## config.mk

```make
export PLATFORM = sky130hd
export DESIGN_NAME = controle_timer
export DESIGN_NICKNAME = d
export VERILOG_FILES = /design/src/rtl/controle_timer.sv
export SDC_FILE = /design/constraint.sdc
export NUM_CORES = 1
export LEC_CHECK = 0
export BUFFER_PORTS_ARGS = -buffer_cell sky130_fd_sc_hd__buf_2
export CELL_PAD_IN_SITES_DETAIL_PLACEMENT = 0
export CELL_PAD_IN_SITES_GLOBAL_PLACEMENT = 1
export CORE_ASPECT_RATIO = 1.75
export CORE_MARGIN = 2
export CORE_UTILIZATION = 47
export CTS_CLUSTER_SIZE = 8
export DETAILED_ROUTE_END_ITERATION = 16
export PLACE_DENSITY = 0.91
export SYNTH_ARGS = -nofsm -noshare
export SYNTH_HDL_FRONTEND = slang
export SYNTH_SLANG_ARGS = --single-unit
```

## constraint.sdc

```tcl
create_clock -name clk -period 3.3 [get_ports clk]
set_input_delay 0 -clock clk [delete_from_list [all_inputs] [get_ports clk]]
set_output_delay 0 -clock clk [all_outputs]
set_load 0.01 [all_outputs]
```

## src/rtl/controle_timer.sv

```systemverilog
// controle_timer: countdown sequencer for a chain of NDIG cascaded BCD
// mod-10 down-counter digits. It collects keypad digits into a BCD preset,
// loads the chain with an active-low strobe, issues one-cycle count enables
// at the prescaled tick rate and flags completion from the digits' zero flags.
//
// Optional feature macro: TIMER_ALARM_EN
//   defined   : DONE holds done/alarm for ALARM_TICKS ticks (any key aborts).
//   undefined : done is a one-cycle pulse and alarm is tied low.
//
// Key interface: key_valid is a one-cycle strobe qualifying key_code; there is
// no back-pressure, every strobe is consumed in the cycle it is sampled and
// keys with no action in the current state are dropped.
//
// state_dbg exposes the FSM state: 0 IDLE, 1 ENTRY, 2 LOAD, 3 RUN, 4 PAUSE,
// 5 DONE.
module controle_timer #(
  parameter int TICK_DIV    = 50000000,
  parameter int NDIG        = 4,
  parameter int ALARM_TICKS = 5
) (
  input  logic              clk,
  input  logic              clrn,
  input  logic              key_valid,
  input  logic [3:0]        key_code,
  input  logic [NDIG-1:0]   cnt_zero,
  output logic [4*NDIG-1:0] data,
  output logic              loadn,
  output logic              en,
  output logic              running,
  output logic              done,
  output logic              alarm,
  output logic [2:0]        state_dbg
);

  localparam int PW = $clog2(TICK_DIV);
  localparam logic [PW-1:0] PRESC_LAST = PW'(TICK_DIV - 1);

  // Elaboration-time guard against parameter values the logic cannot handle.
  if (TICK_DIV < 2 || NDIG < 2 || ALARM_TICKS < 1) begin : g_param_check
    $error("controle_timer: need TICK_DIV >= 2, NDIG >= 2, ALARM_TICKS >= 1");
  end

  typedef enum logic [2:0] {
    IDLE  = 3'd0,
    ENTRY = 3'd1,
    LOAD  = 3'd2,
    RUN   = 3'd3,
    PAUSE = 3'd4,
    DONE  = 3'd5
  } state_t;

  state_t              state;
  logic [PW-1:0]       presc;
  logic                key_digit;
  logic                key_start;
  logic                key_stop;
  logic                key_clear;
  logic                tick;
  logic                all_zero;
  logic [4*NDIG-1:0]   data_shift;

`ifdef TIMER_ALARM_EN
  localparam int AW = (ALARM_TICKS > 1) ? $clog2(ALARM_TICKS) : 1;
  localparam logic [AW-1:0] ALARM_LAST = AW'(ALARM_TICKS - 1);
  logic [AW-1:0]       acnt;
`else
  // Without the alarm feature the alarm drive is permanently inactive.
  assign alarm = 1'b0;
`endif

  // Key decode; each strobe carries a single code so priority only matters
  // through the order of the checks in the FSM below.
  assign key_digit  = key_valid && (key_code <= 4'd9);
  assign key_start  = key_valid && (key_code == 4'hA);
  assign key_stop   = key_valid && (key_code == 4'hB);
  assign key_clear  = key_valid && (key_code == 4'hC);

  // A tick is the prescaler wrap cycle; the zero flags are only looked at here.
  assign tick       = (presc == PRESC_LAST);
  assign all_zero   = &cnt_zero;

  // New digit enters at the least-significant position, oldest digit drops out.
  assign data_shift = {data[4*NDIG-5:0], key_code};

  assign state_dbg  = state;

  // Sequencer FSM with all outputs registered.
  always_ff @(posedge clk or negedge clrn) begin
    if (!clrn) begin
      state   <= IDLE;
      data    <= '0;
      loadn   <= 1'b1;
      en      <= 1'b0;
      running <= 1'b0;
      done    <= 1'b0;
      presc   <= '0;
`ifdef TIMER_ALARM_EN
      alarm   <= 1'b0;
      acnt    <= '0;
`endif
    end else begin
      // en and loadn are single-cycle strobes; they fall back by default.
      en    <= 1'b0;
      loadn <= 1'b1;
      case (state)
        IDLE: begin
          if (key_digit) begin
            data  <= data_shift;
            state <= ENTRY;
          end
        end

        ENTRY: begin
          if (key_clear) begin
            data  <= '0;
            state <= IDLE;
          end else if (key_start) begin
            // An all-zero preset would never produce a pulse; ignore it.
            if (data != '0) begin
              loadn <= 1'b0;
              state <= LOAD;
            end
          end else if (key_digit) begin
            data <= data_shift;
          end
        end

        LOAD: begin
          // loadn is low for this single cycle while en stays low.
          presc   <= '0;
          running <= 1'b1;
          state   <= RUN;
        end

        RUN: begin
          if (key_clear) begin
            data    <= '0;
            running <= 1'b0;
            state   <= IDLE;
          end else if (key_stop) begin
            // Prescaler is left untouched so the tick phase resumes later.
            running <= 1'b0;
            state   <= PAUSE;
          end else if (tick) begin
            presc <= '0;
            if (all_zero) begin
              // No pulse at zero, otherwise the chain would wrap to 9s.
              running <= 1'b0;
              done    <= 1'b1;
              state   <= DONE;
`ifdef TIMER_ALARM_EN
              alarm   <= 1'b1;
              acnt    <= '0;
`endif
            end else begin
              en <= 1'b1;
            end
          end else begin
            presc <= presc + 1'b1;
          end
        end

        PAUSE: begin
          if (key_clear) begin
            data  <= '0;
            state <= IDLE;
          end else if (key_start) begin
            running <= 1'b1;
            state   <= RUN;
          end
        end

        DONE: begin
`ifdef TIMER_ALARM_EN
          if (key_valid) begin
            done  <= 1'b0;
            alarm <= 1'b0;
            state <= IDLE;
          end else if (tick) begin
            presc <= '0;
            if (acnt == ALARM_LAST) begin
              done  <= 1'b0;
              alarm <= 1'b0;
              state <= IDLE;
            end else begin
              acnt <= acnt + 1'b1;
            end
          end else begin
            presc <= presc + 1'b1;
          end
`else
          done  <= 1'b0;
          state <= IDLE;
`endif
        end

        default: state <= IDLE;
      endcase
    end
  end

endmodule

```

Word level (Yosys, flattened, before mapping)
Index checks and enable logic that the tools add are counted.
- register bits: 49
- input port bits: 11
- output and inout bits: 24
- logic and storage cells: 90
- add/subtract/negate cells: 1
- magnitude comparators: 1
- eq/ne operators: 23
- muxes and demuxes: 41
- reductions and logical operators: 17
- operator list (kind ; count):
    $mux 26 ; 3
    $mux 16 ; 4
    $pmux 26 s2 ; 1
    $pmux 16 s3 ; 1
    $mux 3 ; 10
    $add 26x1->26 const B ; 1
    $eq 26x26->1 const B ; 1
    $mux 1 ; 19
    $reduce_bool 16->1 ; 1
    $pmux 3 s5 ; 1
    $ne 2x2->1 const B ; 7
    $eq 4x4->1 const B ; 3
    $ne 3x3->1 const B ; 4
    $reduce_and 5->1 ; 2
    $ne 4x4->1 const B ; 2
    $eq 3x2->1 const B ; 2
    $eq 3x3->1 const B ; 2
    $reduce_and 3->1 ; 2
    $reduce_and 6->1 ; 1
    $reduce_bool 3->1 ; 2
    $le 4x4->1 const B ; 1
    $logic_and 1x1->1 ; 4
    $reduce_and 4->1 ; 1
    $reduce_bool 2->1 ; 2
    other kinds (6) ; 6

Depth between registers and ports, before layout
- depth after elaboration: 6
- gate-level depth with buffers: 8
- mapped depth without buffers: 6

Worst setup path before layout
Ideal clock, no wire load.
- path type: flip-flop to flip-flop
- from: register presc[0]
- to: register presc[11]
- setup time: 133 ps
- data arrival time: 1688 ps
- data required time: 3167 ps
- slack: 1479 ps
- cell stages (with the launch flop): 8
- path buffers: 1
- period minus slack after synthesis: 1821 ps
- cells stage by stage: dfrtp_1 -> ha_1 -> nand3_1 -> nor4_1 -> a31oi_1 -> buf_2 -> nor2_1 -> nor2_1
- longest elaborated chain between the ends: 5
- elaborated cells between the ends (all ways): 6
- those cells by class: add/sub: 1; eq/ne: 1; mux: 4
- RTL lines (item ; RTL line ; RTL):
    start: declaration ; 53 ; logic [PW-1:0] presc;
    start signal: assignment ; 159 ; presc <= presc + 1'b1;
    $add 26x1->26 / $eq 26x26->1 (equally long branches) ; 159, 79 ;
    $mux 26 (*) ; 144 ; end else if (tick) begin
    $mux 26 (*) ; 140 ; end else if (key_stop) begin
    $mux 26 (*) ; 136 ; if (key_clear) begin
    $pmux 26 s2 (*) ; 105 ; case (state)
Every way passes the cells marked *; elsewhere a longest branch is shown, timed or not. The select of a mux whose other input is x is not followed.
A chain may end at the register's enable or synchronous reset.

Final worst setup path
- from: register state[0] (netlist: state_dbg[0])
- to: register presc[10]
- longest elaborated chain between the ends: 3
- elaborated cells between the ends (all ways): 7
- those cells by class: eq/ne: 4; mux: 1; reduce/logical: 2
- RTL lines (item ; RTL line ; RTL):
    start: declaration ; 52 ; state_t state;
    start signal: assignment ; 90 ; state <= IDLE;
    start signal: assignment ; 109 ; state <= ENTRY;
    start signal: assignment ; 116 ; state <= IDLE;
    $eq 3x2->1 ; 105 ;
    $ne 2x2->1 (no line) / $reduce_bool 2->1 (equally long branches) ; n/a ;
    $reduce_and 3->1 (no line) ; n/a ;
Several ways; a longest one is shown, not always the timed one.

==> impl_metrics.xml <==
<?xml version="1.0" encoding="UTF-8"?>
<metrics>
  <group name="worst_setup_path">
    <metric name="worstPathRequired" unit="ns">3.53</metric>
    <metric name="regToRegSetupSlack" unit="ns">1.04</metric>
    <metric name="cp_arrival" unit="ns">2.49</metric>
    <metric name="startpoint_kind_of_the_worst_setup_timing_path" unit="">flop</metric>
    <metric name="worstPathCellList" unit="">and2b_1 &gt; nand2_1 &gt; a31oi_1 &gt; buf_4 &gt; o21ai_0 &gt; a31oi_1</metric>
    <metric name="critical-path-slowest-cell" unit="">sky130_fd_sc_hd__a31oi_1</metric>
    <metric name="timing.critical_path.mode_cell" unit="">sky130_fd_sc_hd__a31oi_1</metric>
    <metric name="crit_path_max_incr_delay" unit="ns">0.65</metric>
    <metric name="worst_setup_path_end_kind" unit="">flop</metric>
    <metric name="cp_max_fanout" unit="">12</metric>
    <metric name="timing_worst_setup_path_type" unit="">reg2reg</metric>
  </group>
  <group name="cts">
    <metric name="clockBufferDepth" unit="">2</metric>
    <metric name="tritoncts_buffer_count" unit="">5</metric>
    <metric name="cts_num_sinks" unit="">49</metric>
    <metric name="postCtsResizedCells" unit="">0</metric>
    <metric name="post_cts_buffers" unit="">0</metric>
    <metric name="htreeDepth" unit="">2</metric>
    <metric name="cts.hold.buffers_added" unit="">2</metric>
    <metric name="tritoncts_clock_tree" unit="">built</metric>
    <metric name="clk_transition_reported_paths" unit="ns">0.09</metric>
    <metric name="clkLatencyLatePin" unit="ns">0.31</metric>
    <metric name="cts_root_buffer" unit="">sky130_fd_sc_hd__clkbuf_8</metric>
  </group>
  <group name="sta">
    <metric name="timing.final.max_slew_violations" unit="">0</metric>
    <metric name="setup_violations" unit="">0</metric>
    <metric name="post-route-min-period" unit="ns">2.26</metric>
    <metric name="timing_hold_violations_final" unit="">0</metric>
    <metric name="worst_slew_pin_slew" unit="ns">0.799</metric>
    <metric name="timing.max_slew.rel_slack" unit="%">46.5</metric>
    <metric name="fmax" unit="MHz">442</metric>
    <metric name="grt_setup_unrepaired" unit="">no</metric>
    <metric name="setup_tns" unit="ns">0</metric>
    <metric name="min_period_over_period" unit="%">68.6</metric>
    <metric name="finalClockSkew" unit="ns">0.0121</metric>
  </group>
  <group name="power_and_ir_drop">
    <metric name="power.share.switching" unit="%">39.8</metric>
    <metric name="irDropWorstVdd" unit="uV">542</metric>
    <metric name="power_report.internal_total" unit="W">0.00129</metric>
    <metric name="p_per_area" unit="mW/mm2">687</metric>
    <metric name="power.combinational.fraction" unit="%">37.4</metric>
    <metric name="total_switching_power" unit="W">0.000851</metric>
    <metric name="power.leakage" unit="nW">1.32</metric>
    <metric name="clkPwrFrac" unit="%">21.0</metric>
    <metric name="sequentialPowerShare" unit="%">41.6</metric>
  </group>
  <group name="route">
    <metric name="route.detailed.drc" unit="">0</metric>
    <metric name="drtIter0Drc" unit="">154</metric>
    <metric name="firstDrtPassIters" unit="">4</metric>
    <metric name="detail_route.wirelength" unit="um">7000</metric>
    <metric name="viasPerCell" unit="">6.13</metric>
    <metric name="route.detailed.wl_per_inst" unit="um">16.7</metric>
    <metric name="detail-route-antenna-nets" unit="">0</metric>
    <metric name="vias" unit="">2576</metric>
  </group>
  <group name="global_routing">
    <metric name="grt_first_pass_wirelength" unit="um">11900</metric>
    <metric name="grt_start_max_net_pins" unit="">50</metric>
    <metric name="vias_in_the_first_global_route" unit="">2540</metric>
    <metric name="number_of_antenna_violations_at_the_first_check_in_global_routing" unit="">0</metric>
    <metric name="grt_remaining_overflow" unit="">0</metric>
    <metric name="gr-usage-all-layers" unit="%">24.0</metric>
  </group>
  <group name="floorplanning">
    <metric name="boundaryPins" unit="">35</metric>
    <metric name="die-width" unit="um">61.9</metric>
    <metric name="chipHeight" unit="um">105</metric>
    <metric name="initial_core_util" unit="%">48.9</metric>
    <metric name="placementRows" unit="">36</metric>
    <metric name="core-area" unit="mm2">0.00563</metric>
    <metric name="die_footprint" unit="mm2">0.00651</metric>
  </group>
  <group name="run">
    <metric name="cap_violations" unit="">0</metric>
  </group>
  <group name="logic_synthesis">
    <metric name="ys_types" unit="">56</metric>
    <metric name="async_reset_ff_share" unit="%">100</metric>
    <metric name="synth_xor_area_share" unit="%">1.27</metric>
    <metric name="syn_inst" unit="">312</metric>
    <metric name="synth-compound-area-share" unit="%">21.0</metric>
    <metric name="simple_gate_share_of_the_synthesized_area" unit="%">27.8</metric>
    <metric name="post_synth.cell_area_avg" unit="um2">8.83</metric>
    <metric name="yosys.area_share.adder" unit="%">0.454</metric>
    <metric name="yosysWarningCount" unit="">0</metric>
    <metric name="syn-num-nets" unit="">324</metric>
    <metric name="synth.yosys.seq_area_share" unit="%">44.6</metric>
    <metric name="post_synth_mux_area_share" unit="%">0.727</metric>
    <metric name="post_synth_instance_area" unit="mm2">0.00276</metric>
    <metric name="synth_top_family_by_area" unit="">simple AND/OR/NAND/NOR gates</metric>
    <metric name="postSynthRegisterBits" unit="">49</metric>
    <metric name="count_of_flip_flops_with_a_built_in_enable_after_synthesis" unit="">0</metric>
    <metric name="synth_top_flop_cell" unit="">sky130_fd_sc_hd__dfrtp_1</metric>
  </group>
  <group name="place">
    <metric name="final_hpwl_from_detailed_placement" unit="um">5020</metric>
    <metric name="buffer_ports.inserted" unit="">33</metric>
    <metric name="gp_congestion" unit="">0.925</metric>
    <metric name="placed_cell_area" unit="mm2">0.00298</metric>
  </group>
  <group name="cells_and_area">
    <metric name="final_layout_size_suffix_gt1_share" unit="%">17.2</metric>
    <metric name="synthToLayoutAreaGrowth" unit="%">13.1</metric>
    <metric name="nFillCells" unit="">545</metric>
    <metric name="antenna-diode-count" unit="">0</metric>
    <metric name="fin_util" unit="%">55.3</metric>
    <metric name="final_cell_area" unit="mm2">0.00312</metric>
    <metric name="nets" unit="">355</metric>
  </group>
  <group name="outcome">
    <metric name="status" unit="">finished, final reports clean</metric>
  </group>
  <group name="hold_path">
    <metric name="min-delay-path-class" unit="">in2reg</metric>
  </group>
</metrics>
==> final cells by class <==
| cell class | instances | area, um2 | share of cell area, % |
|---|---|---|---|
| Inverter | 4 | 15.0 | 0.482 |
| Clock inverter | 1 | 30.0 | 0.964 |
| Clock buffer | 7 | 86.3 | 2.77 |
| Timing Repair Buffer | 43 | 245 | 7.87 |
| Sequential cell | 49 | 1230 | 39.4 |
| Multi-Input combinational cell | 240 | 1420 | 45.5 |
| Tap cell | 76 | 95.1 | 3.05 |
==> sequential cells by signal (all words and copies together) (netlist names) <==
| name | cells |
|---|---|
| running | 1 |
| done | 1 |
| en | 1 |
| state_dbg | 3 |
| loadn | 1 |
| presc | 26 |
| data | 16 |
==> through the flow <==
stage | setup slack [ns] | instances | hold slack [ns] | power [W]
floorplan | 1.48 | 312 | -0.296 | 0.00142
global placement | 1.07 | 410 | 0.152 | 0.00168
detailed placement | 1.06 | 410 | 0.153 | 0.00170
CTS | 1.03 | 420 | 0.0128 | 0.00215
global route | 0.864 | 420 | 0.0441 | 0.00230
finish | 1.04 | 420 | 0.00949 | 0.00214
==> placed cells by master, fill, tap and decap left out, types with 2 or more instances in the layout <==
| master | instances |
|---|---|
| sky130_fd_sc_hd__o21ai_1 | 2 |
| sky130_fd_sc_hd__nand2_1 | 44 |
| sky130_fd_sc_hd__xnor2_1 | 4 |
| sky130_fd_sc_hd__o21ai_0 | 28 |
| sky130_fd_sc_hd__a21oi_1 | 10 |
| sky130_fd_sc_hd__dfrtp_1 | 48 |
| sky130_fd_sc_hd__mux2i_1 | 2 |
| sky130_fd_sc_hd__nor2b_1 | 2 |
| sky130_fd_sc_hd__a41oi_1 | 5 |
| sky130_fd_sc_hd__nor4_1 | 9 |
| sky130_fd_sc_hd__a211oi_1 | 2 |
| sky130_fd_sc_hd__nor3_1 | 5 |
| sky130_fd_sc_hd__and3b_1 | 2 |
| sky130_fd_sc_hd__and4_1 | 4 |
| sky130_fd_sc_hd__inv_1 | 4 |
| sky130_fd_sc_hd__dlygate4sd3_1 | 2 |
| sky130_fd_sc_hd__nand4b_1 | 3 |
| sky130_fd_sc_hd__a31oi_1 | 26 |
| sky130_fd_sc_hd__buf_2 | 33 |
| sky130_fd_sc_hd__and3_1 | 10 |
| sky130_fd_sc_hd__or3_1 | 2 |
| sky130_fd_sc_hd__a21o_1 | 2 |
| sky130_fd_sc_hd__a32o_1 | 2 |
| sky130_fd_sc_hd__nand3_1 | 17 |
| sky130_fd_sc_hd__nand3b_1 | 3 |
| sky130_fd_sc_hd__nor2_1 | 18 |
| sky130_fd_sc_hd__buf_4 | 8 |
| sky130_fd_sc_hd__clkbuf_8 | 6 |
| sky130_fd_sc_hd__o211ai_1 | 2 |
| sky130_fd_sc_hd__nand4_1 | 6 |
| sky130_fd_sc_hd__nand2b_1 | 6 |
==> cell families after synthesis <==
logic type	after synthesis
buf+inv	23
xor+xnor	4
simple gates	142
compound gates	90
flops	49
fa+ha+maj	1
other cells	1
mux	2
==> worst paths after layout <==
path | startpoint | end | cells after the start
worst max register to register | state_dbg[0]$_DFFE_PN0P_ | presc[10]$_DFFE_PN0P_ | 6
worst min register to register | presc[15]$_DFFE_PN0P_ | presc[15]$_DFFE_PN0P_ | 1
worst min-delay path | key_code[2] | data[2]$_DFFE_PN0P_ | 3
worst max-delay path | state_dbg[0]$_DFFE_PN0P_ | presc[10]$_DFFE_PN0P_ | 6
min in group asynchronous | clrn | presc[19]$_DFFE_PN0P_ | 3
max in group asynchronous | clrn | presc[21]$_DFFE_PN0P_ | 3
==> power groups by stage <==
stage,Combinational [W],Clock (W),Sequential [W]
2_1_floorplan,0.000524,0,0.000894
3_3_place_gp,0.000788,0,0.000895
3_5_place_dp,0.000801,0,0.000898
4_1_cts,0.000805,0.000460,0.000889
5_1_grt,0.000901,0.000483,0.000916
6_report,0.000800,0.000450,0.000890
==> cells in the mapped netlist, types with 6 or more instances <==
cell	number	area, um2
sky130_fd_sc_hd__nor4_1	9	56.3
sky130_fd_sc_hd__a31oi_1	26	163
sky130_fd_sc_hd__clkbuf_1	6	22.5
sky130_fd_sc_hd__and3_1	10	62.6
sky130_fd_sc_hd__nand3_1	17	85.1
sky130_fd_sc_hd__nand2_1	44	165
sky130_fd_sc_hd__nand4_1	6	37.5
sky130_fd_sc_hd__a21oi_1	10	50.1
sky130_fd_sc_hd__nand2b_1	6	37.5
sky130_fd_sc_hd__dfrtp_1	48	1200
sky130_fd_sc_hd__nor2_1	18	67.6
sky130_fd_sc_hd__o21ai_0	28	140
sky130_fd_sc_hd__buf_2	11	55.1
==> worst max-delay path, delay by kind of cell, from the launching register on <==
family | cells | cell delay [ns]
buffers and inverters | 1 | 0.26
and+or+nand+nor | 2 | 0.43
DFF | 1 | 0.55
AOI/OAI and AO/OA | 3 | 0.94
==> layer usage <==
metal / up-vias / global-route usage, % / part of all wire [%]
li1: 1226 / - / -
met1: 1257 / 29.5 / 40
met2: 78 / 40.3 / 54
met3: 15 / 3.80 / 3.7
met4: 0 / 9.42 / 2.9
met5: - / 0 / 0
(Power assumes the default switching activity.)
